--- src/rtl/serial_adder.sv ---
// ---------------------------------------------------------------------------
// serial_adder : digit-serial add/subtract, DIGIT bits per clock, LSB first
// Rev 1.0
// ---------------------------------------------------------------------------
`timescale 1ns/1ps
`default_nettype none

module serial_adder #(
  parameter int WIDTH = 16,
  parameter int DIGIT = 4
) (
  input  logic             clk,
  input  logic             rst_n,
  input  logic             start_i,
  input  logic             sub_i,
  input  logic [WIDTH-1:0] A_i,
  input  logic [WIDTH-1:0] B_i,
  input  logic             Cin_i,
  output logic             busy_o,
  output logic             done_o,
  output logic [WIDTH-1:0] Sum_o,
  output logic             Cout_o,
  output logic             Ovf_o
);

  localparam int N  = (DIGIT >= 1) ? WIDTH / DIGIT : 1;
  localparam int CW = (N > 1) ? $clog2(N) : 1;

  generate
    if (DIGIT < 1) begin : g_bad_digit
      $error("serial_adder: DIGIT must be at least 1");
    end else if (WIDTH % DIGIT != 0) begin : g_bad_ratio
      $error("serial_adder: WIDTH must be a multiple of DIGIT");
    end
  endgenerate

  typedef enum logic [1:0] {
    S_IDLE = 2'd0,
    S_RUN  = 2'd1,
    S_DONE = 2'd2
  } state_t;

  state_t             state_q;
  logic [WIDTH-1:0]   a_q;
  logic [WIDTH-1:0]   b_q;
  logic               carry_q;
  logic [CW-1:0]      cnt_q;
  logic               busy_q;
  logic               done_q;
  logic [WIDTH-1:0]   sum_q;
  logic               cout_q;
  logic               ovf_q;

  logic [DIGIT:0]     slice_d;
  logic [WIDTH-1:0]   a_d;
  logic [WIDTH-1:0]   b_d;
  logic               last_d;
  logic               ovf_d;

  assign slice_d = {1'b0, a_q[DIGIT-1:0]} + {1'b0, b_q[DIGIT-1:0]}
                 + {{DIGIT{1'b0}}, carry_q};
  assign last_d  = (cnt_q == CW'(N - 1));
  // Carry into the MSB is recovered as a ^ b ^ sum at that bit.
  assign ovf_d   = a_q[DIGIT-1] ^ b_q[DIGIT-1] ^ slice_d[DIGIT-1] ^ slice_d[DIGIT];

  // The operand-A register doubles as the result register: each slice sum
  // enters at the top while consumed bits leave at the bottom.
  generate
    if (DIGIT == WIDTH) begin : g_one_slice
      assign a_d = slice_d[DIGIT-1:0];
      assign b_d = '0;
    end else begin : g_multi_slice
      assign a_d = {slice_d[DIGIT-1:0], a_q[WIDTH-1:DIGIT]};
      assign b_d = {{DIGIT{1'b0}}, b_q[WIDTH-1:DIGIT]};
    end
  endgenerate

  always_ff @(posedge clk or negedge rst_n) begin
    if (!rst_n) begin
      state_q <= S_IDLE;
      a_q     <= '0;
      b_q     <= '0;
      carry_q <= 1'b0;
      cnt_q   <= '0;
      busy_q  <= 1'b0;
      done_q  <= 1'b0;
      sum_q   <= '0;
      cout_q  <= 1'b0;
      ovf_q   <= 1'b0;
    end else begin
      case (state_q)
        S_RUN: begin
          a_q     <= a_d;
          b_q     <= b_d;
          carry_q <= slice_d[DIGIT];
          cnt_q   <= cnt_q + CW'(1);
          if (last_d) begin
            state_q <= S_DONE;
            busy_q  <= 1'b0;
            done_q  <= 1'b1;
            cnt_q   <= '0;
            sum_q   <= a_d;
            cout_q  <= slice_d[DIGIT];
            ovf_q   <= ovf_d;
          end
        end
        default: begin
          if (start_i) begin
            state_q <= S_RUN;
            a_q     <= A_i;
            b_q     <= sub_i ? ~B_i : B_i;
            carry_q <= sub_i ? ~Cin_i : Cin_i;
            cnt_q   <= '0;
            busy_q  <= 1'b1;
            done_q  <= 1'b0;
          end else begin
            state_q <= S_IDLE;
            busy_q  <= 1'b0;
            done_q  <= 1'b0;
          end
        end
      endcase
    end
  end

  assign busy_o = busy_q;
  assign done_o = done_q;
  assign Sum_o  = sum_q;
  assign Cout_o = cout_q;
  assign Ovf_o  = ovf_q;

endmodule

`default_nettype wire

--- config.mk ---
export PLATFORM = sky130hd
export DESIGN_NAME = serial_adder
export DESIGN_NICKNAME = d
export VERILOG_FILES = /design/src/rtl/serial_adder.sv
export SDC_FILE = /design/constraint.sdc
export NUM_CORES = 1
export LEC_CHECK = 0
export CAP_MARGIN = 10
export CORE_ASPECT_RATIO = 1.4
export CORE_MARGIN = 5
export CORE_UTILIZATION = 46
export CTS_CLUSTER_SIZE = 14
export DETAILED_ROUTE_END_ITERATION = 10
export GPL_ROUTABILITY_DRIVEN = 0
export PLACE_DENSITY = 0.76
export SYNTH_ARGS = -nofsm -noshare
export SYNTH_HDL_FRONTEND = slang
export SYNTH_SLANG_ARGS = --single-unit
--- constraint.sdc ---
create_clock -name clk -period 1.8 [get_ports clk]
set_input_delay 0.18 -clock clk [delete_from_list [all_inputs] [get_ports clk]]
set_output_delay 0.18 -clock clk [all_outputs]
set_load 0.02 [all_outputs]
Yosys cells after proc, flatten, opt, wreduce, memory -nomap -nowiden
Index checks and enable logic that the tools add are counted.

cells by class
  add/subtract/negate cells = 3
  equal/unequal tests = 3
  multiplexer cells = 19
  bitwise logic cells = 5
  reductions and logical operators = 2

operators with widths
  kind                   number
  $mux W16               5
  $not A16 Y16           1
  $mux W2                5
  $mux W1                9
  $add A4 B4 Y5          1
  $add A5 B1 Y5          1
  $xor A1 B1 Y1          3
  $add A2 B1 Y2 const B  1
  $eq A2 B1 Y1 const B   1
  $eq A2 B2 Y1 const B   1
  $ne A2 B2 Y1 const B   1
  $reduce_and A2 Y1      1
  $reduce_bool A2 Y1     1
  $not A1 Y1             1

word-level totals
  flip-flop bits (word level) = 57
  output and inout port bits = 20
  logic and storage cells = 42

Logic depth before layout (Yosys ltp)
Gate-level depths: netlist of run 1.

  depth in word-level cells = 4
  gate-level depth with buffers = 7

Worst setup path after synthesis of run 1
OpenSTA, ideal clock, no wires.

  path type = register to register
  from = register a_q[0]
  to = register ovf_q, in the netlist Ovf_o
  arrival time = 1.792 ns
  required time = 1.717 ns
  path slack = -0.074 ns
  cell stages (with the launch flop) = 8
  path buffers = 0
  clock period less this slack = 1.874 ns
  cell sequence = dfrtp_1 inv_1 fa_1 fa_1 nand2b_1 o2bb2ai_1 xor2_1 o21ai_0

between the ends
  cells in the longest elaborated chain, start to end = 4

ends and longest elaborated chain
  element                   RTL line  source
  start: declaration        44        logic [WIDTH-1:0] a_q;
  start signal: assignment  110       a_q <= A_i;
  $add A4 B4 Y5 (*)         60        assign slice_d = {1'b0, a_q[DIGIT-1:0]} + {1'b0, b_q[DIGIT-1:0]}
  $add A5 B1 Y5 (*)         61        + {{DIGIT{1'b0}}, carry_q};
  $xor A1 B1 Y1             64        assign ovf_d = a_q[DIGIT-1] ^ b_q[DIGIT-1] ^ slice_d[DIGIT-1] ^ slice_d[DIGIT];
  $xor A1 B1 Y1 (*)         64
  end signal: assignment    104       ovf_q <= ovf_d;
  end: declaration          52        logic ovf_q;

Every way passes the cells marked *; elsewhere a longest branch is shown, timed or not.
A chain may end at the register's enable or synchronous reset.

Final worst setup path of run 1
  from = register a_q[0]
  to = register sum_q[14], in the netlist Sum_o[14]

between the ends
  cells in the longest elaborated chain, start to end = 2

ends and longest elaborated chain
  element                 RTL line  source
  $add A4 B4 Y5           60
  $add A5 B1 Y5           61
  end signal: assignment  87        sum_q <= '0;
  end signal: assignment  102       sum_q <= a_d;
  end: declaration        50        logic [WIDTH-1:0] sum_q;

No other way between the ends.

==> impl_metrics.sql, run 1 <==
INSERT INTO impl_metrics (metric_group, metric, value, unit) VALUES
('power_and_ir_drop', 'areal_power_density_over_the_cells', '1673', 'nW/um^2'),
('finish', 'final_cells', '373', ''),
('logic_synthesis', 'combinational_family_with_the_most_area_after_synthesis', 'compound AO/OA/AOI/OAI gates', ''),
('timing', 'maximum_clock_rate', '554.9', 'MHz'),
('route', 'drt-wirelength-per-cell', '13.88', 'um'),
('place', 'dp_hpwl', '3837', 'um'),
('route', 'drtAntennaViolNets', '0', ''),
('global_routing', 'grt_antenna_before_repair', '0', ''),
('route', 'route.detailed.vias_per_inst', '4.933', ''),
('logic_synthesis', 'synth-seq-cells', '55', ''),
('die', 'floorplan.rows', '33', ''),
('die', 'die-area', '7477', 'um^2'),
('route', 'drt_iter0_markers', '119', ''),
('timing', 'hold_slack', '0.3681', 'ns'),
('timing', 'tightestPinTransition', '0.5081', 'ns'),
('logic_synthesis', 'netlist.top_cell.by_area', 'dfrtp_1', ''),
('logic_synthesis', 'number_of_warnings_issued_by_yosys', '0', ''),
('outcome', 'status', 'complete, but fails checks', ''),
('global_routing', 'grt_start_max_net_pins', '66', ''),
('finish', 'fillerInstances', '510', ''),
('logic_synthesis', 'synthTopCellsByCount', 'dfrtp_1 (55), nand2_1 (45), o21ai_0 (39)', ''),
('worst_setup_path', 'timing.critical_path.to_type', 'flip-flop', ''),
('logic_synthesis', 'synth-compound-area-share', '12.09', '%'),
('logic_synthesis', 'post_synth_inst_count', '249', ''),
('clock_tree', 'maximum_clock_path_buffer_count', '2', ''),
('logic_synthesis', 'synth.top_cells.by_area', 'dfrtp_1 (51%), o21ai_0 (7.3%), nand2_1 (6.3%)', ''),
('route', 'detailroute.via_count', '1840', ''),
('finish', 'area_delta_synth_final', '28.56', '%'),
('global_routing', 'grt_usage', '14.78', '%'),
('timing', 'max_slew_violations', '0', ''),
('timing', 'grt_setup_unrepaired', 'yes', ''),
('die', 'fp.coreArea', '5781', 'um^2'),
('route', 'drt-pass1-iter-count', '4', ''),
('timing', 'report.final.setup_viol', '1', ''),
('clock_tree', 'cts.sinks', '55', ''),
('logic_synthesis', 'yosys.cell_count.top_type', 'dfrtp_1', ''),
('logic_synthesis', 'postSynth.topFlopCell', 'dfrtp_1', ''),
('timing', 'finalClockSkew', '0.009522', 'ns'),
('finish', 'final_layout_size_suffix_gt1_share', '12.54', '%'),
('finish', 'design.final.nets', '346', ''),
('power_and_ir_drop', 'finalPower', '5.766', 'mW'),
('outcome', 'violations', 'setup timing', ''),
('logic_synthesis', 'proportion_of_synthesized_area_in_mux_cells', '11.95', '%'),
('timing', 'finalHoldViolations', '0', ''),
('job', 'max_cap_violations', '0', ''),
('die', 'initial_core_util', '46.39', '%'),
('clock_tree', 'cts_tree', 'yes', ''),
('timing', 'post-route-worst-setup-slack', '-0.002026', 'ns'),
('worst_setup_path', 'critPathKind', 'reg2reg', ''),
('power_and_ir_drop', 'peakVddDrop', '0.5795', 'mV'),
('place', 'place_inst', '364', ''),
('clock_tree', 'cts-buffers-inserted', '5', ''),
('logic_synthesis', 'synth.yosys.seq_area_share', '51.33', '%'),
('route', 'wirelength', '5177', 'um'),
('logic_synthesis', 'asyncSetResetFlopFracSynth', '100.0', '%'),
('clock_tree', 'clk_pin_slew_worst_paths', '0.10', 'ns'),
('logic_synthesis', 'synth_simple_gate_area_share', '9.519', '%'),
('logic_synthesis', 'synthDominantCellAreaShare', '51.33', '%'),
('worst_setup_path', 'crit_fanout', '2', ''),
('global_routing', 'grt_first_pass_wirelength', '8680', 'um'),
('logic_synthesis', 'synthAdderAreaFrac', '3.360', '%'),
('logic_synthesis', 'number_of_enable_type_register_cells_in_the_synthesized_netlist', '0', ''),
('place', 'port-buffer-count', '56', ''),
('worst_setup_path', 'crit_arrival', '2.00', 'ns'),
('die', 'io_pins', '57', ''),
('global_routing', 'grt_overflow_total', '0', ''),
('worst_setup_path', 'critPathLaunchType', 'flip-flop', ''),
('finish', 'num_antenna_cells', '0', ''),
('worst_setup_path', 'cp.required', '1.99', 'ns'),
('logic_synthesis', 'syn-mean-instance-area', '10.77', 'um^2'),
('timing', 'post-route-min-period', '1.802', 'ns');
-- what timing repair did --
action                                  CTS  global route
buffers inserted                          0             1
hold endpoints to repair                 20             0
endpoints found under the setup margin    1             2
cloned                                    0             0
hold buffers                              1             0
resized for setup                         2             4
-- layout by cell type, fill, tap and decap left out, drive strengths merged --
cell	instances
nor2b	4
dfrtp	55
xnor2	19
o21ai	45
a22o	1
bufinv	1
nand2b	2
a21oi	4
clkbuf	6
dlygate4sd3	1
o2bb2ai	1
clkdlybuf4s50	54
a211oi	7
nor2	8
mux2	13
inv	6
ha	4
mux2i	14
fa	2
buf	9
nand2	46
xor2	1
-- metrics by stage --
step	instance area [um^2]	setup WS, ns	setup TNS [ns]
2_1_floorplan	2686	0.03968	0
3_3_place_gp	3302	0.009523	0
3_5_place_dp	3302	-0.02772	-0.02772
4_1_cts	3421	0.01486	0
5_1_grt	3447	-0.06218	-0.09787
6_report	3447	-0.002026	-0.002026
-- final timing paths --
kind	to	start	slack, ns	cells after the start
worst max-delay path	Sum_o[14]	a_q[0]	-0.002	6
worst min register to register	b_q[4]	b_q[8]	0.49	2
worst max register to register	Sum_o[14]	a_q[0]	-0.002	6
max in group asynchronous	b_q[0]	rst_n	0.87	3
worst min-delay path	b_q[15]	rst_n	0.37	2
min in group clk	a_q[11]	start_i	0.38	3
-- sequential cells by signal (all words and copies together) (netlist names) --
register,count
Sum_o,16
a_q,16
b_q,16
cnt_q,2
state_q,2
Cout_o,1
Ovf_o,1
carry_q,1
-- cells by family (layout without fill, tap and decap cells) --
group                    count (synthesis)  in the layout
AND/OR/NAND/NOR                         60             60
AO/OA/AOI/OAI                           58             58
flip-flops                              55             55
multiplexers                            27             27
buffers and inverters                   23             77
XOR/XNOR                                20             20
adder cells (fa/ha/maj)                  6              6
-- worst max-delay path, stage by stage (launching register included) --
cell     delay (ns)
dfrtp_1        0.37
inv_2          0.05
fa_2           0.40
fa_2           0.35
buf_4          0.15
xnor2_2        0.12
mux2_4         0.27
-- final cells by class --
type,count,area (um^2),area share [%]
clock inverter,1,30.03,0.8711
inverter,6,22.52,0.6534
clock buffer,6,72.57,2.105
timing repair buffer,64,663.1,19.24
multi-input combinational,171,1195,34.66
sequential,55,1376,39.93
tap,70,87.58,2.541
-- power breakdown --
group          internal [mW]  total (mW)  leakage, nW  switching [mW]
combinational           1.42        2.80        0.816            1.39
clock                  0.408       0.784       0.0513           0.376
sequential              1.83        2.18        0.681           0.350
-- metal layers --
layer  vias up  track usage [%]  part of all wire (%)
li1        939                -                     -
met1       855            19.22                    42
met2        41            25.05                    53
met3         5            2.806                   4.7
met4         0            3.699                   1.0
met5         -                0                     0
Note: power is estimated with default switching activity, not from simulation.
==> inputs of run 2 (changes only) <==
--- a/config.mk
+++ b/config.mk
@@ -9,6 +9,7 @@
 export CORE_ASPECT_RATIO = 1.4
 export CORE_MARGIN = 5
 export CORE_UTILIZATION = 46
+export CTS_CLUSTER_DIAMETER = 80
 export CTS_CLUSTER_SIZE = 14
 export DETAILED_ROUTE_END_ITERATION = 10
 export GPL_ROUTABILITY_DRIVEN = 0
==> results of run 2 <==
No change in the layout: final DEF, timing and power equal those of run 1.
==> inputs of run 3 (changes only) <==
--- a/config.mk
+++ b/config.mk
@@ -5,7 +5,7 @@
 export SDC_FILE = /design/constraint.sdc
 export NUM_CORES = 1
 export LEC_CHECK = 0
-export CAP_MARGIN = 10
+export CAP_MARGIN = 20
 export CORE_ASPECT_RATIO = 1.4
 export CORE_MARGIN = 5
 export CORE_UTILIZATION = 46
@@ -14,6 +14,7 @@
 export DETAILED_ROUTE_END_ITERATION = 10
 export GPL_ROUTABILITY_DRIVEN = 0
 export PLACE_DENSITY = 0.76
+export SKIP_CTS_REPAIR_TIMING = 1
 export SYNTH_ARGS = -nofsm -noshare
 export SYNTH_HDL_FRONTEND = slang
 export SYNTH_SLANG_ARGS = --single-unit
==> constraint.sdc (replaced) <==
create_clock -name clk -period 1.6 [get_ports clk]
set_input_delay 0.16 -clock clk [delete_from_list [all_inputs] [get_ports clk]]
set_output_delay 0.16 -clock clk [all_outputs]
set_load 0.02 [all_outputs]
==> run 3 against run 2 <==
Against the previous run: the flow still finishes with violations (setup timing); flip-flop and latch count unchanged; sequential power is 13% higher; critical path depth is 1 higher; core utilization is the same; routed wire length increased by 0.21%; critical path type unchanged; critical endpoint is now Ovf_o.
==> impl_metrics.sql, run 3 (synthesized netlist as in run 1, its figures left out) <==
INSERT INTO impl_metrics (metric_group, metric, value, unit) VALUES
('outcome', 'status', 'complete, but fails checks', ''),
('outcome', 'violations', 'setup timing', ''),
('die', 'die_x', '74.53', 'um'),
('global_routing', 'grt_usage', '15.15', '%'),
('place', 'postPlaceCellArea', '3301', 'um^2'),
('timing', 'timing.final.crit_share', '112.2', '%'),
('global_routing', 'grt_antenna_before_repair', '0', ''),
('worst_setup_path', 'r2r_setup_slack', '-0.20', 'ns'),
('timing', 'maximum_clock_rate', '557.0', 'MHz'),
('finish', 'mostFrequentLayoutCell', 'dfrtp_1', ''),
('die', 'initial_core_util', '46.39', '%'),
('clock_tree', 'cts_tree', 'yes', ''),
('worst_setup_path', 'critPathKind', 'reg2reg', ''),
('die', 'die_height', '100.3', 'um'),
('finish', 'commonest_cells_after_routing_fill_and_taps_aside', 'dfrtp_1 (55), clkdlybuf4s50_1 (54), nand2_1 (45)', ''),
('timing', 'finalClockSkew', '0.007626', 'ns'),
('worst_setup_path', 'worst-r2r-cell-count', '7', ''),
('route', 'wirelength', '5188', 'um'),
('route', 'drtAntennaViolNets', '0', ''),
('route', 'drt-wirelength-per-cell', '13.91', 'um'),
('power_and_ir_drop', 'areal_power_density_over_the_cells', '1894', 'nW/um^2'),
('finish', 'num_antenna_cells', '0', ''),
('worst_setup_path', 'crit_arrival', '2.03', 'ns'),
('global_routing', 'grt_start_max_net_pins', '66', ''),
('timing', 'max_slew_margin', '77.50', '%'),
('worst_setup_path', 'timing.critical_path.to_type', 'flip-flop', ''),
('clock_tree', 'maximum_clock_path_buffer_count', '2', ''),
('worst_setup_path', 'crit_fanout', '3', ''),
('route', 'met3_length', '282', 'um'),
('place', 'dp_hpwl', '3800', 'um'),
('route', 'route.detailed.vias_per_inst', '5.003', ''),
('worst_setup_path', 'critPathLaunchType', 'flip-flop', ''),
('place', 'port-buffer-count', '56', ''),
('clock_tree', 'clk_pin_slew_worst_paths', '0.09', 'ns'),
('timing', 'finalHoldViolations', '0', ''),
('die', 'floorplan.rows', '33', ''),
('worst_hold_path', 'worstHoldPathType', 'in2reg', ''),
('global_routing', 'grt_first_pass_wirelength', '8666', 'um'),
('clock_tree', 'cts.sinks', '55', ''),
('timing', 'grt_setup_unrepaired', 'yes', ''),
('power_and_ir_drop', 'finalPower', '6.527', 'mW'),
('route', 'top_layer_used', 'met4', ''),
('clock_tree', 'cts-buffers-inserted', '5', ''),
('power_and_ir_drop', 'peakVddDrop', '0.6355', 'mV'),
('timing', 'post-route-worst-setup-slack', '-0.1955', 'ns'),
('clock_tree', 'cts-root-buf', 'clkbuf_8', ''),
('job', 'max_cap_violations', '0', ''),
('finish', 'area_delta_synth_final', '28.56', '%'),
('route', 'drt_iter0_markers', '108', ''),
('finish', 'design.final.nets', '345', ''),
('worst_hold_path', 'hold_path_depth', '3', ''),
('die', 'io_pins', '57', ''),
('timing', 'post-route-min-period', '1.795', 'ns'),
('timing', 'setup_total_negative_slack', '-0.4704', 'ns'),
('route', 'detail_route.wirelength.met1', '2053', 'um'),
('die', 'fp.coreArea', '5781', 'um^2'),
('timing', 'report.final.setup_viol', '4', ''),
('timing', 'max_slew_violations', '0', ''),
('finish', 'final_layout_size_suffix_gt1_share', '13.20', '%'),
('worst_setup_path', 'reg2reg_to', 'Ovf_o', ''),
('route', 'detailroute.via_count', '1866', ''),
('timing', 'tightestPinTransition', '0.3372', 'ns'),
('global_routing', 'grt_overflow_total', '0', ''),
('power_and_ir_drop', 'power_leakage', '1.542', 'nW'),
('worst_hold_path', 'worstHoldEndpoint', 'b_q[14]', ''),
('route', 'met2RoutedLength', '2751', 'um'),
('timing', 'hold_slack', '0.3551', 'ns'),
('worst_setup_path', 'critical_path.reg2reg.startpoint', 'a_q[0]', ''),
('finish', 'summed_area_of_non_filler_cells_in_the_final_layout', '3447', 'um^2'),
('global_routing', 'vias_in_the_first_global_route', '1897', ''),
('worst_hold_path', 'min-delay-start', 'start_i', ''),
('route', 'number_of_design_rule_violations_left_after_detail_routing', '0', ''),
('worst_setup_path', 'cp.required', '1.83', 'ns'),
('route', 'drt-pass1-iter-count', '3', ''),
('die', 'die-area', '7477', 'um^2'),
('clock_tree', 'clock_latency_late_sink', '0.30', 'ns'),
('clock_tree', 'ctsHtreeMaxLevel', '2', '');
-- run 3: layer usage --
| layer | track usage (%) | vias up |
|---|---|---|
| met2 | 26.61 | 40 |
| met3 | 3.908 | 8 |
| met5 | 0 | - |
| met1 | 17.24 | 877 |
| li1 | - | 941 |
| met4 | 5.753 | 0 |
-- run 3: critical path, cell delays in order (launching register included) --
cell and delay (ns):
dfrtp_1 0.37, inv_2 0.05, fa_2 0.41, fa_2 0.37, nand2b_4 0.15, o2bb2ai_2 0.13
xor2_1 0.14, o21ai_1 0.11
-- run 3: cell type report --
type | count | area, um^2
multi-input cells | 171 | 1187
clock inverters | 2 | 35.03
inverters | 6 | 22.52
well taps | 70 | 87.58
repair buffers | 63 | 655.6
clock buffers | 6 | 82.58
fillers | 525 | 2333
flip-flops and latches | 55 | 1376
-- run 3: power by group --
| part | internal, mW | leakage (nW) | switching (mW) |
|---|---|---|---|
| Combinational | 1.56 | 0.800 | 1.57 |
| Clock | 0.507 | 0.0612 | 0.427 |
| Sequential | 2.06 | 0.681 | 0.412 |
-- run 3: worst max path at each step --
stage / startpoint / end / slack (ns) / cells after the start
floorplan: carry_q / Ovf_o / -0.13 / 7
global placement: carry_q / Ovf_o / -0.17 / 7
detailed placement: carry_q / Ovf_o / -0.23 / 7
CTS: carry_q / Ovf_o / -0.25 / 7
global route: a_q[0] / Ovf_o / -0.27 / 7
finish: a_q[0] / Ovf_o / -0.20 / 7
-- run 3: per-stage QoR --
step                      instances  worst slack [ns]  utilization [%]
after CTS                       370           -0.2542            59.13
after global routing            373           -0.2694            59.63
final                           373           -0.1955            59.63
after floorplan                 249           -0.1288                -
after global placement          362           -0.1711            57.10
after detailed placement        362           -0.2326            57.10
